[src/rtl/conv2d_pkg.sv]
// Shared Conv2d types: kernel-load write-state encodings and default channel width.
package conv2d_pkg;

  localparam int CH_W_DEF = 9;

  typedef enum logic [1:0] {
    W_IDLE = 2'd0,
    W_LOAD = 2'd1,
    W_DONE = 2'd2
  } wstate_t;

endpackage

[src/rtl/kernel_addr_counter.sv]
// Word-address counter with sync clear (priority over enable) and terminal-count compare.
module kernel_addr_counter
  import conv2d_pkg::*;
#(
  parameter int CH_W = CH_W_DEF
) (
  input  logic            clk,
  input  logic            Reset,
  input  logic            clr,
  input  logic            en,
  input  logic [CH_W-1:0] term,
  output logic [CH_W-1:0] count,
  output logic            at_term
);

  always_ff @(posedge clk) begin
    if (!Reset) begin
      count <= '0;
    end else if (clr) begin
      count <= '0;
    end else if (en) begin
      count <= count + 1'b1;
    end
  end

  assign at_term = (count == term);

endmodule

[src/rtl/kernel_bram_pingpong_ctrl.sv]
// Ping-pong kernel BRAM controller: loads one kernel per request into the free bank
// from AXI-Stream while the conv engine walks the other bank word by word.
module kernel_bram_pingpong_ctrl
  import conv2d_pkg::*;
#(
  parameter int CH_W    = CH_W_DEF,
  parameter int NBANK_W = 1
) (
  input  logic                    clk,
  input  logic                    Reset,
  input  logic [CH_W-1:0]         CHANNEL_SIZE,
  input  logic                    load_req,
  output logic                    load_ready,
  input  logic                    s_axis_tvalid,
  input  logic                    s_axis_tlast,
  output logic                    s_axis_tready,
  output logic                    wea,
  output logic [CH_W+NBANK_W-1:0] addra,
  output logic                    load_done,
  output logic                    tlast_err,
  input  logic                    rd_advance,
  output logic                    rd_valid,
  output logic                    enb,
  output logic [CH_W+NBANK_W-1:0] addrb,
  output logic                    last_channel
);

  wstate_t         wstate;
  logic            run;
  logic [CH_W-1:0] size_wr;
  logic            wr_bank;
  logic [CH_W-1:0] wr_addr;
  logic            wr_at_term;
  logic            load_accept;

  logic [1:0]      bank_full;
  logic            rd_bank;
  logic [CH_W-1:0] size_bank [2];
  logic [CH_W-1:0] size_rd;
  logic [CH_W-1:0] rd_addr;
  logic            rd_at_term;
  logic            rd_step;
  logic            rd_release;

  // run keeps load_ready low through the reset cycle itself
  always_ff @(posedge clk) begin
    if (!Reset) begin
      run <= 1'b0;
    end else begin
      run <= 1'b1;
    end
  end

  assign load_ready  = run && (wstate == W_IDLE) && (bank_full != 2'b11);
  assign load_accept = load_req && load_ready;
  assign wea         = s_axis_tvalid && s_axis_tready;
  assign addra       = {wr_bank, wr_addr};

  always_ff @(posedge clk) begin
    if (!Reset) begin
      wstate        <= W_IDLE;
      size_wr       <= '0;
      wr_bank       <= 1'b0;
      s_axis_tready <= 1'b0;
      load_done     <= 1'b0;
      tlast_err     <= 1'b0;
    end else begin
      load_done <= 1'b0;
      case (wstate)
        W_IDLE: begin
          if (load_accept) begin
            size_wr       <= (CHANNEL_SIZE == '0) ? CH_W'(1) : CHANNEL_SIZE;
            wr_bank       <= rd_valid ? ~rd_bank : rd_bank;
            tlast_err     <= 1'b0;
            s_axis_tready <= 1'b1;
            wstate        <= W_LOAD;
          end
        end
        W_LOAD: begin
          if (wea) begin
            if (wr_at_term) begin
              tlast_err     <= ~s_axis_tlast;
              s_axis_tready <= 1'b0;
              load_done     <= 1'b1;
              wstate        <= W_DONE;
            end else if (s_axis_tlast) begin
              // early tlast: drop the partial kernel, bank stays empty
              tlast_err     <= 1'b1;
              s_axis_tready <= 1'b0;
              wstate        <= W_IDLE;
            end
          end
        end
        W_DONE: begin
          wstate <= W_IDLE;
        end
        default: begin
          s_axis_tready <= 1'b0;
          wstate        <= W_IDLE;
        end
      endcase
    end
  end

  // Address freezes on the final word so addra still points at it during W_DONE
  kernel_addr_counter #(.CH_W(CH_W)) u_wr_cnt (
    .clk     (clk),
    .Reset   (Reset),
    .clr     (load_accept),
    .en      (wea && !wr_at_term),
    .term    (size_wr - 1'b1),
    .count   (wr_addr),
    .at_term (wr_at_term)
  );

  assign size_rd      = size_bank[rd_bank];
  assign rd_valid     = bank_full[rd_bank];
  assign enb          = rd_valid;
  assign addrb        = {rd_bank, rd_addr};
  assign last_channel = rd_valid && rd_at_term;
  assign rd_step      = rd_advance && rd_valid && !rd_at_term;
  assign rd_release   = rd_advance && last_channel;

  kernel_addr_counter #(.CH_W(CH_W)) u_rd_cnt (
    .clk     (clk),
    .Reset   (Reset),
    .clr     (rd_release),
    .en      (rd_step),
    .term    (size_rd - 1'b1),
    .count   (rd_addr),
    .at_term (rd_at_term)
  );

  // Release and load completion always target different banks, so both apply
  always_ff @(posedge clk) begin
    if (!Reset) begin
      bank_full    <= 2'b00;
      rd_bank      <= 1'b0;
      size_bank[0] <= '0;
      size_bank[1] <= '0;
    end else begin
      if (rd_release) begin
        bank_full[rd_bank] <= 1'b0;
        rd_bank            <= ~rd_bank;
      end
      if (wstate == W_DONE) begin
        bank_full[wr_bank] <= 1'b1;
        size_bank[wr_bank] <= size_wr;
      end
    end
  end

endmodule
[config.mk]
export PLATFORM = sky130hd
export DESIGN_NAME = kernel_bram_pingpong_ctrl
export DESIGN_NICKNAME = d
export VERILOG_FILES = /design/src/rtl/conv2d_pkg.sv /design/src/rtl/kernel_addr_counter.sv /design/src/rtl/kernel_bram_pingpong_ctrl.sv
export SDC_FILE = /design/constraint.sdc
export NUM_CORES = 1
export LEC_CHECK = 0
export CAP_MARGIN = 15
export CELL_PAD_IN_SITES_DETAIL_PLACEMENT = 0
export CELL_PAD_IN_SITES_GLOBAL_PLACEMENT = 1
export CORE_MARGIN = 2
export CORE_UTILIZATION = 45
export CTS_CLUSTER_SIZE = 40
export DETAILED_ROUTE_END_ITERATION = 7
export PLACE_DENSITY_LB_ADDON = 0.1
export SLEW_MARGIN = 10
export SYNTH_ARGS = -nofsm -noshare
export SYNTH_HDL_FRONTEND = slang
export SYNTH_HIERARCHICAL = 1
export SYNTH_SLANG_ARGS = --single-unit
[constraint.sdc]
create_clock -name clk -period 6.46 [get_ports clk]
set_input_delay 0.969 -clock clk [delete_from_list [all_inputs] [get_ports clk]]
set_output_delay 0.969 -clock clk [all_outputs]
set_load 0.02 [all_outputs]
==> flow_metrics.py <==
metrics = {
    "worst_setup_path": {
        "cpLargestDelayFamily": "simple AND/OR/NAND/NOR gates",
        "crit_path_end_kind": "output port",
        "critPathMaxFanout": 18,
        "critPathMaxStageDelay_ns": 0.80,
        "cp_cell_sequence": "mux2i_1, ha_1, nand2b_1, nor4_2, xnor2_1, mux2i_1, xnor2_1, nand4_1, nor4_1, nor2b_1, clkdlybuf4s50_1",
        "critPathRequiredTime_ns": 5.49,
        "crit_type": "flop to output port",
        "cp-start-kind": "flop",
        "worst-path-buf-inv": 1,
        "critPathSlowestCell": "dfxtp_1",
        "critPathArrivalTime_ns": 3.87,
    },
    "floorplan": {
        "die_h_um": 86.1,
        "ios": 43,
        "core-area_sq_um": 6420,
        "rows": 29,
        "die_x_um": 86.1,
        "initial_utilization_pct": 47.2,
        "dieArea_sq_um": 7410,
    },
    "clocking": {
        "cts_max_level": 2,
        "cts_tree": "done",
        "cts.path.max_buffers": 2,
        "clk_latency_ns": 0.31,
        "clock_sinks": 56,
        "cts_buffers": 5,
        "path_clk_slew_ns": 0.09,
        "hold_buffers": 0,
        "cts_root_buf": "clkbuf_8",
        "cts_setup_buffers": 0,
        "cts_resized": 0,
    },
    "global_routing": {
        "grt_pass1_wl_mm": 10.5,
        "grt_max_degree": 27,
        "grt_pass1_vias": 2164,
        "track_usage_pct": 17.9,
        "antenna_found_initial": 0,
        "overflow": 0,
    },
    "detailed_routing": {
        "routed_wl_mm": 6.17,
        "drc": 0,
        "first_iter_violations": 85,
        "viasPerCell": 5.30,
        "num_vias": 2242,
        "wl_per_cell_um": 14.6,
        "firstDrtPassIters": 4,
        "ant_nets": 0,
    },
    "finish": {
        "final_area_sq_um": 3560,
        "fin_nets": 364,
        "regArea_sq_um": 1300,
        "multi_input_area_sq_um": 1590,
        "fillers": 608,
        "layout-area-overhead-vs-synth_pct": 17.3,
        "num_antenna_cells": 0,
        "drive_above_1_share_pct": 6.07,
        "layout.cells.non_filler": 423,
        "fin_util_pct": 55.4,
    },
    "hold_path": {
        "worstHoldStart": "tlast_err",
        "hp-class": "flop to flop",
    },
    "synthesis": {
        "synth-async-reset-ratio_pct": 0,
        "synth_top_area_share_pct": 25.1,
        "ys.warnings.count": 6,
        "synth.distinct_cells": 40,
        "ys_seq_area_share_pct": 42.9,
        "synth_area_leader_cell": "dfxtp_1",
        "synth_edf_count": 18,
        "syn_nets": 334,
        "syn_inst": 315,
        "syn_area_per_cell_sq_um": 9.63,
        "ys_top_cells_by_count": "dfxtp_1 (38), nand2_1 (28), xor2_1 (23)",
        "ys_ff_latch": 56,
        "yosysMostFrequentCell": "dfxtp_1",
        "synth-main-ff-cell": "dfxtp_1",
        "syn_area_sq_um": 3030,
        "ys_top_cells_by_area": "dfxtp_1 (25%), edfxtp_1 (18%), xor2_1 (6.6%)",
    },
    "timing": {
        "setup_tns_ns": 0,
        "drv_slew": 0,
        "worst_pin_slew_ns": 1.12,
        "finClkSkew_ns": 0.00546,
        "hold_viol": 0,
        "rsz0062_at_grt": "false",
        "fin_crit_sh_pct": 74.9,
        "max_clock_freq_mhz": 207,
        "min_period_ns": 4.84,
        "fin_hold_ws_ns": 0.462,
        "setup_viol": 0,
        "relSlewSlack_pct": 25.5,
    },
    "pwr": {
        "peakVddDrop_v": 0.000131,
        "p_leak_nw": 1.27,
        "powerDensity_nw_per_um2": 192,
    },
    "placement": {
        "place_hpwl_mm": 4.54,
        "dpl_cell_area_sq_um": 3450,
        "io_buffers": 42,
        "post-place-cells": 415,
        "gp_congestion": 0.772,
    },
    "run_status": {
        "status": "completed",
    },
    "run": {
        "drv_cap": 0,
    },
}
cell type report:
| type | count | share of cell area (%) |
|---|---|---|
| Multi-Input combinational cell | 231 | 44.8 |
| Sequential cell | 56 | 36.6 |
| Timing Repair Buffer | 43 | 12.0 |
| Tap cell | 77 | 2.71 |
| Clock buffer | 6 | 2.04 |
| Clock inverter | 2 | 0.985 |
| Inverter | 8 | 0.844 |
through the flow:
step,power (W),setup slack (ns)
detailed placement,0.000466,1.98
global placement,0.000466,2.07
finish,0.000682,1.62
floorplan,0.000442,2.78
CTS,0.000689,1.64
global route,0.000712,1.24
worst paths after layout:
check | end | slack (ns) | cells past startpoint
worst max-delay path | last_channel | 1.62 | 11
worst min-delay path | tlast_err | 0.46 | 2
worst max register to register | u_rd_cnt/count[5] | 2.39 | 13
worst min register to register | tlast_err | 0.46 | 2
worst reg2reg max path: cells and delay by family, from the launching register on:
kind | cells | cell delay [ns]
flops | 1 | 0.80
compound gates | 1 | 0.17
mux | 2 | 0.46
fa+ha+maj | 1 | 0.28
xor+xnor | 2 | 0.31
simple gates | 7 | 1.98
logic make-up (layout without fill, tap and decap cells):
family,after synthesis,after routing,share of synthesized area [%]
and+or+nand+nor,133,133,26.7
muxes,11,11,3.63
adders and majority gates,4,4,1.65
xor gates and xnor gates,43,43,12.4
DFF,56,56,42.9
buffers and inverters,28,59,4.54
AOI/OAI and AO/OA,40,40,8.17
sequential cells by signal, summed over array words and instances (netlist names), named ones only:
name            count
wstate              2
s_axis_tready       1
rd_bank             1
size_wr             9
load_done           1
tlast_err           1
u_wr_cnt/count      9
wr_bank             1
u_rd_cnt/count      9
bank_full           2
run                 1
size_bank          18
per-layer routing:
metal | vias to the layer above | wire length (um) | global-route usage, %
li1 | 1149 | - | -
met4 | 0 | 87 | 5.48
met2 | 46 | 2790 | 28.2
met3 | 8 | 222 | 3.66
met5 | - | 0 | 0
met1 | 1039 | 3070 | 24.9
cells in the final DEF, fill, tap and decap left out, types with 6 or more instances in the layout:
cell type	synthesis	final
a21boi_0	10	10
a21oi_1	13	13
and2_1	19	19
clkdlybuf4s50_1	0	42
dfxtp_1	38	38
edfxtp_1	18	18
inv_1	8	8
mux2i_1	11	11
nand2_1	28	28
nand2b_1	6	6
nand3_1	10	10
nand4_1	7	7
nor2_1	18	18
nor4_1	6	6
o21ai_0	10	10
or3_1	10	10
xnor2_1	20	20
xor2_1	23	23
report_power, final:
part / internal [W] / total [W] / switching [W] / leakage, nW
clock network: 0.000115 / 0.000224 / 0.000109 / 0.0513
logic: 0.0000381 / 0.0000766 / 0.0000385 / 0.721
registers: 0.000370 / 0.000382 / 0.0000111 / 0.494
Power figures use the tool's default switching activity.
